**config.mk**
```make
export PLATFORM = sky130hd
export DESIGN_NAME = store_buffer
export DESIGN_NICKNAME = d
export VERILOG_FILES = /design/src/rtl/store_buffer.sv
export SDC_FILE = /design/constraint.sdc
export NUM_CORES = 1
export LEC_CHECK = 0
export BUFFER_PORTS_ARGS = -buffer_cell sky130_fd_sc_hd__buf_2
export CAP_MARGIN = 20
export CORE_UTILIZATION = 30
export DETAILED_ROUTE_END_ITERATION = 8
export PLACE_DENSITY = 0.56
export SLEW_MARGIN = 20
export SYNTH_ARGS = -nofsm -noshare
export SYNTH_HDL_FRONTEND = slang
export SYNTH_SLANG_ARGS = --single-unit
```
**constraint.sdc**
```tcl
create_clock -name clk -period 7.5 [get_ports clk]
set_input_delay 1.125 -clock clk [delete_from_list [all_inputs] [get_ports clk]]
set_output_delay 1.125 -clock clk [all_outputs]
set_load 0.02 [all_outputs]
```
**src/rtl/store_buffer.sv**
```systemverilog
// Store buffer: formats committed stores into word address/strobes/lane data and drains them to the SRAM write port.
// Latency: a push at edge t raises dreq_o in cycle t+1 when the buffer was empty; lookup outputs are zero-latency.
// Backpressure: stb_stall_o while full (same-cycle pop not credited); one outstanding write, gated by daddr_ok_i/ddata_ok_i.
// Optional feature macro: STB_LOAD_FWD_EN (forward full-word matches to loads instead of stalling them).

module store_buffer #(
  parameter int DEPTH = 4
) (
  input  logic        clk,
  input  logic        rst_n,
  input  logic        st_valid_i,
  input  logic [11:0] st_memop_i,
  input  logic [31:0] st_addr_i,
  input  logic [31:0] st_data_i,
  input  logic        flush_i,
  output logic        stb_stall_o,
  input  logic        ld_valid_i,
  input  logic [31:0] ld_addr_i,
  output logic        ld_conflict_o,
  output logic        ld_fwd_valid_o,
  output logic [31:0] ld_fwd_data_o,
  output logic        dreq_o,
  output logic [31:0] daddr_o,
  output logic [3:0]  dwstrb_o,
  output logic [31:0] dwdata_o,
  input  logic        daddr_ok_i,
  input  logic        ddata_ok_i,
  output logic        stb_empty_o
);

  localparam int PW = $clog2(DEPTH);

  typedef enum logic {S_IDLE, S_WAIT} state_t;

  // Pointers carry one extra wrap bit so full and empty are distinguishable.
  logic [PW:0]   head_q, tail_q;
  logic [PW:0]   count;
  logic [PW-1:0] head_idx, tail_idx;
  logic [29:0]   ent_addr [DEPTH];
  logic [3:0]    ent_strb [DEPTH];
  logic [31:0]   ent_data [DEPTH];
  state_t        state_q, state_d;
  logic          full, empty, is_store, push, pop;
  logic [3:0]    fmt_strb;
  logic [31:0]   fmt_data;
  logic [1:0]    a;
  logic          hit;
  logic [PW-1:0] hit_idx, scan_idx;
  logic          unused_bits;

  assign head_idx = head_q[PW-1:0];
  assign tail_idx = tail_q[PW-1:0];
  assign count    = tail_q - head_q;
  assign empty    = (head_q == tail_q);
  assign full     = (head_q[PW] != tail_q[PW]) && (head_idx == tail_idx);
  assign is_store = st_memop_i[5] | st_memop_i[6] | st_memop_i[7] | st_memop_i[10] | st_memop_i[11];
  assign push     = st_valid_i & ~flush_i & ~full & is_store;
  assign a        = st_addr_i[1:0];

  assign stb_stall_o = full;
  assign stb_empty_o = empty;

  // Bits that carry no meaning for stores or word lookups.
  assign unused_bits = ^{st_memop_i[11:10] & 2'b00, st_memop_i[9:8], st_memop_i[4:0], ld_addr_i[1:0]};

  // Store formatting: byte enables and lane-shifted data for each store flavour.
  always_comb begin
    fmt_strb = 4'b0000;
    fmt_data = 32'h0;
    if (st_memop_i[5]) begin
      fmt_strb = 4'b0001 << a;
      fmt_data = {4{st_data_i[7:0]}};
    end else if (st_memop_i[6]) begin
      fmt_strb = a[1] ? 4'b1100 : 4'b0011;
      fmt_data = {2{st_data_i[15:0]}};
    end else if (st_memop_i[7]) begin
      fmt_strb = 4'b1111;
      fmt_data = st_data_i;
    end else if (st_memop_i[10]) begin
      case (a)
        2'd0:    begin fmt_strb = 4'b0001; fmt_data = {24'b0, st_data_i[31:24]}; end
        2'd1:    begin fmt_strb = 4'b0011; fmt_data = {16'b0, st_data_i[31:16]}; end
        2'd2:    begin fmt_strb = 4'b0111; fmt_data = {8'b0,  st_data_i[31:8]};  end
        default: begin fmt_strb = 4'b1111; fmt_data = st_data_i;                 end
      endcase
    end else if (st_memop_i[11]) begin
      case (a)
        2'd0:    begin fmt_strb = 4'b1111; fmt_data = st_data_i;                 end
        2'd1:    begin fmt_strb = 4'b1110; fmt_data = {st_data_i[23:0], 8'b0};  end
        2'd2:    begin fmt_strb = 4'b1100; fmt_data = {st_data_i[15:0], 16'b0}; end
        default: begin fmt_strb = 4'b1000; fmt_data = {st_data_i[7:0], 24'b0};  end
      endcase
    end
  end

  // Entry storage: payload only, validity comes from the pointers.
  always_ff @(posedge clk) begin
    if (push) begin
      ent_addr[tail_idx] <= st_addr_i[31:2];
      ent_strb[tail_idx] <= fmt_strb;
      ent_data[tail_idx] <= fmt_data;
    end
  end

  // Head/tail pointer update; push and pop may coincide.
  always_ff @(posedge clk or negedge rst_n) begin
    if (!rst_n) begin
      head_q <= '0;
      tail_q <= '0;
    end else begin
      if (push) tail_q <= tail_q + 1'b1;
      if (pop)  head_q <= head_q + 1'b1;
    end
  end

  // Drain FSM state register; reset abandons any outstanding write.
  always_ff @(posedge clk or negedge rst_n) begin
    if (!rst_n) state_q <= S_IDLE;
    else        state_q <= state_d;
  end

  // Drain FSM next state: request the head, then wait for write completion.
  always_comb begin
    state_d = state_q;
    dreq_o  = 1'b0;
    pop     = 1'b0;
    case (state_q)
      S_IDLE: begin
        dreq_o = ~empty;
        if (~empty & daddr_ok_i) state_d = S_WAIT;
      end
      S_WAIT: begin
        if (ddata_ok_i) begin
          pop     = 1'b1;
          state_d = S_IDLE;
        end
      end
      default: state_d = S_IDLE;
    endcase
  end

  // Request payload is the head entry while requesting, zero otherwise.
  always_comb begin
    daddr_o  = 32'h0;
    dwstrb_o = 4'b0000;
    dwdata_o = 32'h0;
    if (dreq_o) begin
      daddr_o  = {ent_addr[head_idx], 2'b00};
      dwstrb_o = ent_strb[head_idx];
      dwdata_o = ent_data[head_idx];
    end
  end

  // Load lookup: scan oldest to youngest so the last match is the youngest.
  always_comb begin
    hit      = 1'b0;
    hit_idx  = '0;
    scan_idx = '0;
    for (int k = 0; k < DEPTH; k++) begin
      scan_idx = head_idx + PW'(k);
      if (((PW+1)'(k) < count) && (ent_addr[scan_idx] == ld_addr_i[31:2])) begin
        hit     = 1'b1;
        hit_idx = scan_idx;
      end
    end
  end

`ifdef STB_LOAD_FWD_EN
  logic fwd_hit;
  assign fwd_hit        = ld_valid_i & hit & (ent_strb[hit_idx] == 4'b1111);
  assign ld_fwd_valid_o = fwd_hit;
  assign ld_fwd_data_o  = fwd_hit ? ent_data[hit_idx] : 32'h0;
  assign ld_conflict_o  = ld_valid_i & hit & ~fwd_hit;
`else
  logic [PW-1:0] unused_hit_idx;
  assign unused_hit_idx = hit_idx;
  assign ld_fwd_valid_o = 1'b0;
  assign ld_fwd_data_o  = 32'h0;
  assign ld_conflict_o  = ld_valid_i & hit;
`endif

endmodule

```
==> metrics, run 1 <==
IO Count 220; pin count of the biggest net entering global routing 58; clock network power share 19.4%; Clock Skew 0.01427 ns; Worst Path Buf+Inv 2; synthesized area 15730 um^2; Syn Area/Cell 14.11 um^2; Site Rows 83; worst-path fanout max 57; area share of the largest cell type after synthesis 50.39%; RSZ-0062 raised after global routing false; max cap viols 0; Port Buffers 175; Final Cell Area 18000 um^2; Final HPWL DP 31900 um; Synth cell types 57; VDD IR max 298.3 uV; Iter 0 DRT Violations 795; first drt pass iteration count 5; CTS tree built; Total GRT Usage 16.43%; worst r2r dst ent_data[3][29]; switching part of the total 40.83%; initial antenna violation count 3; core area 51610 um^2; Worst EP arrival 4.55 ns; Die Y 231.0 um; Tightest Pin Transition 0.9768 ns; Hold Vio Cnt, Final 0; Syn-to-layout area delta 14.40%; Rel. slew slack 34.75%; CTS Buffer Depth 3; Worst-path clk slew 0.06 ns; DP Worst Slack 2.391 ns; outcome finished, final reports clean; GRT met3 Usage 3.310%; met1 GRT Util 21.86%; hold bufs inserted after CTS 0; WHS 0.3845 ns; final setup margin 1.826 ns; CTS sink cnt 271; CTS Buf Count 29; fraction of registers with async set/reset 2.583%; first-pass GRT wire length 65610 um; Congestion Overflow GR 0; post-route ant nets 0; Seq/Total Area, Yosys 51.50%; CP cell instances ha_4, buf_4, mux2i_1, a2bb2oi_1, nor2_1, a2111oi_0, o2111ai_1, nor3_1, o41a_1, buf_2; top post-synthesis cells by count edfxtp_1 (264), mux4_2 (116), xnor2_1 (75), mux2i_1 (72), and2_1 (61); Hold Path Class in -> async; Worst R2R Setup Slack 3.59 ns; largest cells by area after synthesis edfxtp_1 (50%), mux4_2 (17%), mux2i_1 (4.6%); final WL 45010 um; number of global-route vias before repair 9967; Pleak 6.312 nW; ratio of cells with drive above 1 in the final layout 29.87%; Critical Path RT 6.38 ns; number of max-slew violations in the final report 0; drt wl/cell 23.06 um; Setup Viol. Count Final 0; die area 53370 um^2; Worst-Skew Late Latency 0.58 ns; most numerous cell in the Yosys netlist edfxtp_1; Comb pwr share 53.1%; Final Cycle Share 75.66%; worst r2r src head_q[1]; crit start category flop; DRC viols 0; fin nets 1373; #FFs+latches synth 271; Switch Pwr 0.003022 W; GP Congestion 0.9424; Power Total 0.007401 W; fmax 0.1762 GHz; fin crit period 5.674 ns; largest stage delay on the critical path 0.95 ns; # H-tree levels 1; drt via density 5.192; Post-synth EDFFs 264; Flop pwr share 27.4%; met2 usage 27.98%; Synth Instances 1115; Int Pwr 0.004379 W; FF-to-FF path depth 7; antenna fix cells 0; root buffer cell clkbuf_16; setup bufs post-CTS 0; DR vias 10135; Post-DP Area 17060 um^2; setup TNS 0 ns; die width 231.0 um; CP endpoint kind output pin; starting density of the core 30.48%; Slowest-stage cell, CP ha_4; # resized after CTS 0; Ys Warns 0; pwr/cell area 411.2 nW/um^2; Top FF cell, synth edfxtp_1; delay-heaviest family, CP compound AO/OA/AOI/OAI gates; critical path class reg -> out; global route hottest layer met2; Synth area leader edfxtp_1
-- metrics by stage --
step                util [%]  cells
CTS                    34.87   1952
global route           34.87   1952
global placement       33.03   1899
detailed placement     33.04   1899
floorplan                  -   1149
finish                 34.87   1952
-- how the worst max path moves through the flow --
stage          depth (start not counted)      start        endpoint  slack [ns]
2_1_floorplan                          8  head_q[1]  ent_addr[3][0]        3.20
3_3_place_gp                           9  head_q[0]   ld_conflict_o        2.39
3_5_place_dp                           9  head_q[0]   ld_conflict_o        2.39
4_1_cts                                9  head_q[0]   ld_conflict_o        1.76
5_1_grt                                9  head_q[1]   ld_conflict_o        1.59
6_report                              10  head_q[1]   ld_conflict_o        1.83
-- state kept, by name, summed over array words and instances, names as in the netlist --
register and cells:
ent_addr 120, ent_data 128, ent_strb 16, head_q 3, state_q 1, tail_q 3
-- cells in the final DEF, fill, tap and decap left out, types with 4 or more instances in the layout --
cell / netlist / layout
nand4_1: 18 / 18
a32oi_1: 8 / 8
mux4_2: 116 / 116
conb_1: 1 / 35
edfxtp_1: 264 / 264
or2_2: 4 / 4
mux2i_1: 72 / 72
dfrtp_1: 7 / 5
xor2_1: 44 / 44
nor4_1: 12 / 12
a22oi_1: 16 / 16
o21ai_0: 46 / 46
ha_1: 7 / 6
and2_1: 61 / 57
o22ai_1: 7 / 7
clkinv_2: 0 / 8
nor2_1: 49 / 49
clkbuf_16: 0 / 29
nor3_1: 5 / 5
a211oi_1: 4 / 4
a22o_1: 20 / 20
a221oi_1: 5 / 5
and2_4: 0 / 4
clkinv_1: 1 / 10
nand3_1: 4 / 4
mux2_2: 16 / 16
buf_2: 5 / 175
bufinv_16: 0 / 4
buf_4: 52 / 15
xnor2_1: 75 / 75
nand2_1: 55 / 55
inv_1: 10 / 9
a21oi_1: 25 / 25
o2bb2ai_1: 5 / 5
-- power by group through the flow --
stage / registers, W / logic, W / clock network [W]
finish: 0.00203 / 0.00393 / 0.00144
detailed placement: 0.00207 / 0.00397 / 0
global route: 0.00206 / 0.00422 / 0.00152
global placement: 0.00206 / 0.00396 / 0
CTS: 0.00203 / 0.00399 / 0.00147
floorplan: 0.00197 / 0.00294 / 0
-- metal layers --
metal / up-vias / part of all wire [%]
met5: - / 0.060
met4: 4 / 1.4
met3: 51 / 7.1
met2: 399 / 49
met1: 5117 / 42
li1: 4564 / -
-- cell type report --
class                   instances  area, um^2
inverters                      12       45.04
clock buffers                  30       729.5
multi-input cells             746        7061
repair buffers                190       988.4
fillers                      5071       33610
clock inverters                23       215.2
well taps                     680       850.8
flip-flops and latches        271        8110
-- logic make-up (layout without fill, tap and decap cells) --
group | count (synthesis) | in the layout | share of synthesized area, %
fa+ha+maj | 8 | 8 | 0.6839
buf+inv | 132 | 255 | 4.620
flops | 271 | 271 | 51.50
simple gates | 224 | 224 | 7.284
compound gates | 154 | 154 | 6.601
xor+xnor | 119 | 119 | 6.624
mux | 206 | 206 | 22.66
other cells | 1 | 35 | 0.02383
(Power assumes the default switching activity.)
==> run 2: changes to the inputs <==
--- a/config.mk
+++ b/config.mk
@@ -5,11 +5,12 @@
 export SDC_FILE = /design/constraint.sdc
 export NUM_CORES = 1
 export LEC_CHECK = 0
+export ABC_AREA = 1
 export BUFFER_PORTS_ARGS = -buffer_cell sky130_fd_sc_hd__buf_2
 export CAP_MARGIN = 20
 export CORE_UTILIZATION = 30
 export DETAILED_ROUTE_END_ITERATION = 8
-export PLACE_DENSITY = 0.56
+export PLACE_DENSITY = 0.58
 export SLEW_MARGIN = 20
 export SYNTH_ARGS = -nofsm -noshare
 export SYNTH_HDL_FRONTEND = slang
==> constraint.sdc (replaced) <==
create_clock -name clk -period 5.2 [get_ports clk]
set_input_delay 0.78 -clock clk [delete_from_list [all_inputs] [get_ports clk]]
set_output_delay 0.78 -clock clk [all_outputs]
set_load 0.02 [all_outputs]
==> run 2 against run 1 <==
Cell count grew 48%. Largest power group unchanged. Hold slack worse by 0.35 ns. Flip-flop and latch count unchanged. Synthesized area is 1.7% higher. Critical endpoint unchanged. Critical path depth rose by 4. Clock power grew 44%. Count of clock-buffer cells in the layout rose by 5. Global-route usage up 2.8 points. Combinational power rose by 58%. Non-clock buffer count rose by 10.
==> metrics, run 2 <==
Seq/Total Area, Yosys 50.63% (-0.87 points); Worst R2R Setup Slack 2.21 ns (-1.38 ns); fin crit period 4.455 ns; fin nets 2306 (+68%); setup TNS 0 ns (unchanged); max cap viols 0 (unchanged); Syn Area/Cell 7.825 um^2 (-45%); fraction of registers with async set/reset 2.583% (unchanged); pin count of the biggest net entering global routing 111 (+91%); Rel. slew slack 30.76% (-4.0 points); delay-heaviest family, CP simple AND/OR/NAND/NOR gates; Critical Path RT 4.42 ns (-1.96 ns); IO Count 220 (unchanged); drt wl/cell 18.17 um (-21%); GP Congestion 0.9227 (-2.1%); Post-synth EDFFs 264 (unchanged); worst-path fanout max 96 (+68%); Clock Skew 0.009329 ns (-0.004936 ns); first drt pass iteration count 5 (unchanged); Die Y 233.0 um (+0.84%); most numerous cell in the Yosys netlist nand2_1; Switch Pwr 0.005493 W (+82%); CP endpoint kind output pin; synthesized area 16000 um^2 (+1.7%); Hold Path Class in -> async; die width 233.0 um (+0.84%); number of global-route vias before repair 13796 (+38%); final setup margin 0.7449 ns (-1.081 ns); pwr/cell area 605.2 nW/um^2 (+47%); post-route ant nets 0 (unchanged); Site Rows 84 (+1.2%); # H-tree levels 1 (unchanged); Slowest-stage cell, CP buf_4; Worst-path clk slew 0.05 ns (about the same); Tightest Pin Transition 1.039 ns (+0.06180 ns); die area 54270 um^2 (+1.7%); Fill cells 5446 (+7.4%); top post-synthesis cells by count nand2_1 (663), nand3_1 (391), edfxtp_1 (264), nor2_1 (234), o21ai_0 (106); area share of the largest cell type after synthesis 49.54% (-0.85 points); max reg flops 128 (unchanged); Synth area leader edfxtp_1; largest stage delay on the critical path 0.81 ns (-0.14 ns); Synth cell types 30 (-47%); CTS Buf Count 31 (+6.9%); outcome finished, final reports clean; # resized after CTS 0 (unchanged); Top FF cell, synth edfxtp_1; cell mode on critical path nand2_1; highest-count cells in the layout ignoring fill and taps nand2_1 (663), nand3_1 (391), edfxtp_1 (264); Port Buffers 175 (unchanged); DRC viols 0 (unchanged); Worst Path Buf+Inv 2 (unchanged); switching part of the total 49.29% (+8.5 points); first-pass GRT wire length 80150 um (+22%); Worst-Skew Late Latency 0.58 ns (about the same); Congestion Overflow GR 0 (unchanged); Worst EP arrival 3.68 ns (-0.87 ns); CTS tree built; Pleak 7.831 nW (+24%); drt via density 5.145 (-0.91%); CTS sink cnt 271 (unchanged); Iter 0 DRT Violations 1307 (+64%); VDD IR max 413.8 uV (+39%); Regs by FF count ent_data (128), ent_addr (120), ent_strb (16); crit start category flop; final WL 52650 um (+17%); CTS Buffer Depth 3 (unchanged); ratio of cells with drive above 1 in the final layout 11.78% (-18 points); commonest non-fill, non-tap cell in the layout nand2_1; Flop pwr share 25.7% (-1.7 points); fmax 0.2245 GHz; Final Cycle Share 85.68%; Setup Viol. Count Final 0 (unchanged); Total GRT Usage 19.23% (+2.8 points); CP cell instances buf_4, nand2_1, nand3_1, nand2_1, nand2_1, nand3_1, nor2_1, nand2_1, nor2_1, nand2_1, nand2_1, nor2_1, nor2_1, buf_2; starting density of the core 30.39% (-0.093 points); hold bufs inserted after CTS 0 (unchanged); Top reg by flops ent_data; #FFs+latches synth 271 (unchanged); largest cells by area after synthesis edfxtp_1 (50%), nand2_1 (16%), nand3_1 (12%); DR vias 14910 (+47%); Comb pwr share 55.7% (+2.6 points); clock network power share 18.6% (-0.8 points); number of max-slew violations in the final report 0 (unchanged); Int Pwr 0.005651 W (+29%); root buffer cell clkbuf_16; Syn-to-layout area delta 15.07%; initial antenna violation count 7 (+4); setup bufs post-CTS 0 (unchanged); RSZ-0062 raised after global routing false; Hold Vio Cnt, Final 0 (unchanged); Ys Warns 0 (unchanged); Synth Instances 2045 (+83%); DP Worst Slack 1.392 ns (-0.9992 ns); Final HPWL DP 35780 um (+12%); core area 52660 um^2 (+2.0%); critical path class reg -> out
## run 2: cell count changes after synthesis, moves of 40 or more
cell     before  now
buf_2         5   45
xnor2_1      75    0
and2_1       61    0
o21ai_0      46  106
nor2_1       49  234
a21oi_1      25   65
nand3_1       4  391
nand2_1      55  663
mux4_2      116    0
inv_1        10   88
mux2i_1      72    0
## run 2: logic make-up after synthesis
family / count (synthesis) / synth area share, %
other: 1 / 0.02343
adders and majority gates: 8 / 0.6724
AOI/OAI and AO/OA: 222 / 7.693
buffers and inverters: 225 / 6.450
xor gates and xnor gates: 7 / 0.3831
and+or+nand+nor: 1311 / 34.14
DFF: 271 / 50.63
## run 2: per-stage QoR
| stage | std cells | cell area, um^2 | util, % | hold WS (ns) | power [W] |
|---|---|---|---|---|---|
| final | 2898 | 18420 | 34.97 | 0.03380 | 0.01114 |
| after global routing | 2896 | 18410 | 34.96 | 0.02229 | 0.01209 |
| after CTS | 2896 | 18410 | 34.96 | 0.007814 | 0.01122 |
| after detailed placement | 2838 | 17440 | 33.12 | 0.5018 | 0.009123 |
| after global placement | 2838 | 17440 | 33.12 | 0.5013 | 0.009019 |
| after floorplan | 2079 | 16130 | - | 0.4831 | 0.007262 |
## run 2: power by group through the flow
stage	registers [W]	logic, W	clock network, W
finish	0.00287	0.00621	0.00207
CTS	0.00286	0.00623	0.00213
detailed placement	0.00291	0.00621	0
global placement	0.00290	0.00612	0
global route	0.00289	0.00699	0.00221
floorplan	0.00283	0.00443	0
## run 2: final cells by class
class	count	area, um^2	area share [%]
Antenna cell	2	5.005	0.02718
Multi-Input combinational cell	1583	7028	38.16
Clock buffer	35	790.8	4.294
Inverter	96	366.6	1.991
Sequential cell	271	8110	44.04
Tap cell	688	860.8	4.675
Clock inverter	23	177.7	0.9648
Timing Repair Buffer	200	1076	5.843
## run 2: worst paths after layout
kind / start / end / cells past startpoint
setup / recovery: head_q[0] / ld_conflict_o / 14
hold / removal: rst_n / state_q / 1
setup reg to reg: head_q[1] / ent_addr[0][4] / 8
hold reg to reg: tail_q[2] / tail_q[2] / 1
max in group asynchronous: rst_n / head_q[1] / 1
min in group clk: st_addr_i[31] / ent_addr[2][29] / 1
## run 2: metal layers
| metal | up-vias | track usage, % | routed length, um |
|---|---|---|---|
| met1 | 7021 | 25.22 | 22640 |
| li1 | 7210 | - | - |
| met2 | 587 | 32.47 | 25020 |
| met3 | 84 | 3.652 | 3717 |
| met4 | 8 | 4.657 | 1221 |
| met5 | - | 0 | 49 |
==> run 3: changes to the inputs <==
--- a/config.mk
+++ b/config.mk
@@ -10,7 +10,7 @@
 export CAP_MARGIN = 20
 export CORE_UTILIZATION = 30
 export DETAILED_ROUTE_END_ITERATION = 8
-export PLACE_DENSITY = 0.58
+export PLACE_DENSITY = 0.59
 export SLEW_MARGIN = 20
 export SYNTH_ARGS = -nofsm -noshare
 export SYNTH_HDL_FRONTEND = slang
==> constraint.sdc (replaced) <==
create_clock -name clk -period 5.2 [get_ports clk]
set_input_delay 0.52 -clock clk [delete_from_list [all_inputs] [get_ports clk]]
set_output_delay 0.52 -clock clk [all_outputs]
set_load 0.02 [all_outputs]
==> run 3 against run 2 <==
Sequential power is 1% lower. Maximum frequency is 3.6% higher. Die area stayed put. Total power is 0.76% higher. Final area is 0.38% higher. Worst setup slack better by 0.15 ns. Sequential share of layout area is 0.17 points lower. Routed wire length is 0.42% higher. Critical endpoint unchanged. Largest cell class unchanged. Highest routed layer unchanged.
==> metrics, run 3 (synthesized netlist as in run 2, its figures left out) <==
Worst EP arrival 3.78 ns (+0.10 ns); Worst-path clk slew 0.06 ns (about the same); # H-tree levels 1 (unchanged); DR vias 15059 (+1.0%); Hold Vio Cnt, Final 0 (unchanged); starting density of the core 30.39% (unchanged); Rel. slew slack 31.92% (+1.2 points); highest-count cells in the layout ignoring fill and taps nand2_1 (663), nand3_1 (391), edfxtp_1 (264); Setup Viol. Count Final 0 (unchanged); setup bufs post-CTS 0 (unchanged); ratio of cells with drive above 1 in the final layout 11.46% (-0.31 points); Post-DP Area 17460 um^2 (+0.13%); CTS Buf Count 31 (unchanged); outcome finished, final reports clean; Final HPWL DP 35850 um (+0.21%); worst-path fanout max 39 (-59%); switching part of the total 48.91% (-0.38 points); Comb pwr share 55.4% (-0.3 points); max cap viols 0 (unchanged); max reg flops 128 (unchanged); IO Count 220 (unchanged); crit start category flop; initial antenna violation count 8 (+1); CTS sink cnt 271 (unchanged); number of global-route vias before repair 13931 (+0.98%); Clock Skew 0.009781 ns (+0.0004516 ns); WHS 0.1586 ns (+0.1248 ns); Top reg by flops ent_data; die area 54270 um^2 (unchanged); Total GRT Usage 19.17% (-0.069 points); post-route ant nets 0 (unchanged); Tightest Pin Transition 1.021 ns (-0.01730 ns); # resized after CTS 0 (unchanged); first drt pass iteration count 8 (+3); Site Rows 84 (unchanged); RSZ-0062 raised after global routing false; pwr/cell area 607.5 nW/um^2 (+0.38%); drt via density 5.196 (+1.0%); Int Pwr 0.005737 W (+1.5%); Final Cell Area 18490 um^2 (+0.38%); commonest non-fill, non-tap cell in the layout nand2_1; fin nets 2305 (-0.043%); clock network power share 19.4% (+0.8 points); Switch Pwr 0.005493 W (about the same); post-route insts no fill 2898 (unchanged); number of max-slew violations in the final report 0 (unchanged); final WL 52870 um (+0.42%); pin count of the biggest net entering global routing 122 (+9.9%); CP endpoint kind output pin; Fill cells 5447 (+0.018%); Critical Path RT 4.68 ns (+0.26 ns); Die Y 233.0 um (unchanged); setup TNS 0 ns (unchanged); CTS tree built; die width 233.0 um (unchanged); core area 52660 um^2 (unchanged); first-pass GRT wire length 80210 um (about the same); Worst-Skew Late Latency 0.58 ns (about the same); Syn-to-layout area delta 15.51%; DP Cell Count 2836 (-0.070%); Reg area 8110 um^2 (unchanged); DRC viols 0 (unchanged); Flop pwr share 25.2% (-0.5 points); Port Buffers 175 (unchanged); VDD IR max 364.3 uV (-12%); Regs by FF count ent_data (128), ent_addr (120), ent_strb (16); critical path class reg -> out; Final Cycle Share 82.73% (-2.9 points); Iter 0 DRT Violations 1466 (+12%); area of the multi-input gates 7028 um^2 (unchanged); utilization after layout 35.11% (+0.13 points); Hold Path Class in -> reg; root buffer cell clkbuf_16; Congestion Overflow GR 0 (unchanged); Pleak 7.838 nW (about the same); GP Congestion 0.9167 (-0.65%); drt wl/cell 18.24 um (+0.42%); CTS Buffer Depth 3 (unchanged); fmax 0.2325 GHz (+3.6%); fin crit period 4.302 ns (-0.1532 ns)
==> run 3: per-layer routing <==
| metal | global-route usage, % | share of wire (%) |
|---|---|---|
| met5 | 0 | 0.047 |
| met2 | 32.28 | 47 |
| met4 | 5.392 | 3.0 |
| met1 | 24.93 | 42 |
| met3 | 3.591 | 8.0 |
==> run 3: final cells by class <==
| type | instances | area share (%) |
|---|---|---|
| Inverter | 96 | 1.983 |
| Clock buffer | 37 | 4.318 |
| Timing Repair Buffer | 199 | 5.997 |
| Sequential cell | 271 | 43.87 |
| Multi-Input combinational cell | 1583 | 38.02 |
| Tap cell | 688 | 4.657 |
| Clock inverter | 21 | 1.110 |
| Antenna cell | 3 | 0.04061 |
==> run 3: path summary, 6_finish.rpt <==
| check | startpoint | end | slack, ns | cells past startpoint |
|---|---|---|---|---|
| max in group asynchronous | rst_n | head_q[0] | 4.71 | 2 |
| worst max-delay path | head_q[1] | ld_conflict_o | 0.90 | 15 |
| min in group asynchronous | rst_n | tail_q[1] | 0.30 | 2 |
| worst min-delay path | st_addr_i[31] | ent_addr[2][29] | 0.16 | 1 |
| worst max register to register | head_q[1] | ent_addr[0][8] | 1.87 | 9 |
| worst min register to register | tail_q[2] | tail_q[2] | 0.52 | 1 |
==> run 3: stage by stage <==
stage / total power (W) / setup WS, ns
after global placement: 0.008980 / 1.381
after floorplan: 0.007262 / -0.1450
after global routing: 0.01214 / 0.6040
final: 0.01123 / 0.8981
after detailed placement: 0.009096 / 1.422
after CTS: 0.01130 / 0.8022
==> run 3: critical path, stage by stage, from the launching register on <==
cell	delay, ns
dfrtp_4	0.40
buf_4	0.45
clkinv_2	0.15
buf_4	0.32
fa_1	0.58
inv_1	0.06
o21ai_0	0.33
nand3_1	0.11
nor2_1	0.19
nand2_1	0.08
nor2_1	0.09
nand2_1	0.06
nand2_1	0.06
nor2_1	0.07
nor2_1	0.08
buf_2	0.16
==> run 3: power by group through the flow <==
stage                     clock [W]  combinational [W]  sequential, W
after detailed placement          0            0.00623        0.00287
after CTS                   0.00223            0.00625        0.00282
after global placement            0            0.00612        0.00286
after floorplan                   0            0.00443        0.00283
after global routing        0.00231            0.00699        0.00285
final                       0.00218            0.00622        0.00283
==> run 3: repair_timing <==
| action | 4_1_cts | 5_1_grt |
|---|---|---|
| endpoints found under the hold margin | 7 | 0 |
| endpoints found under the setup margin | 0 | 0 |
| hold buffers | 1 | 0 |
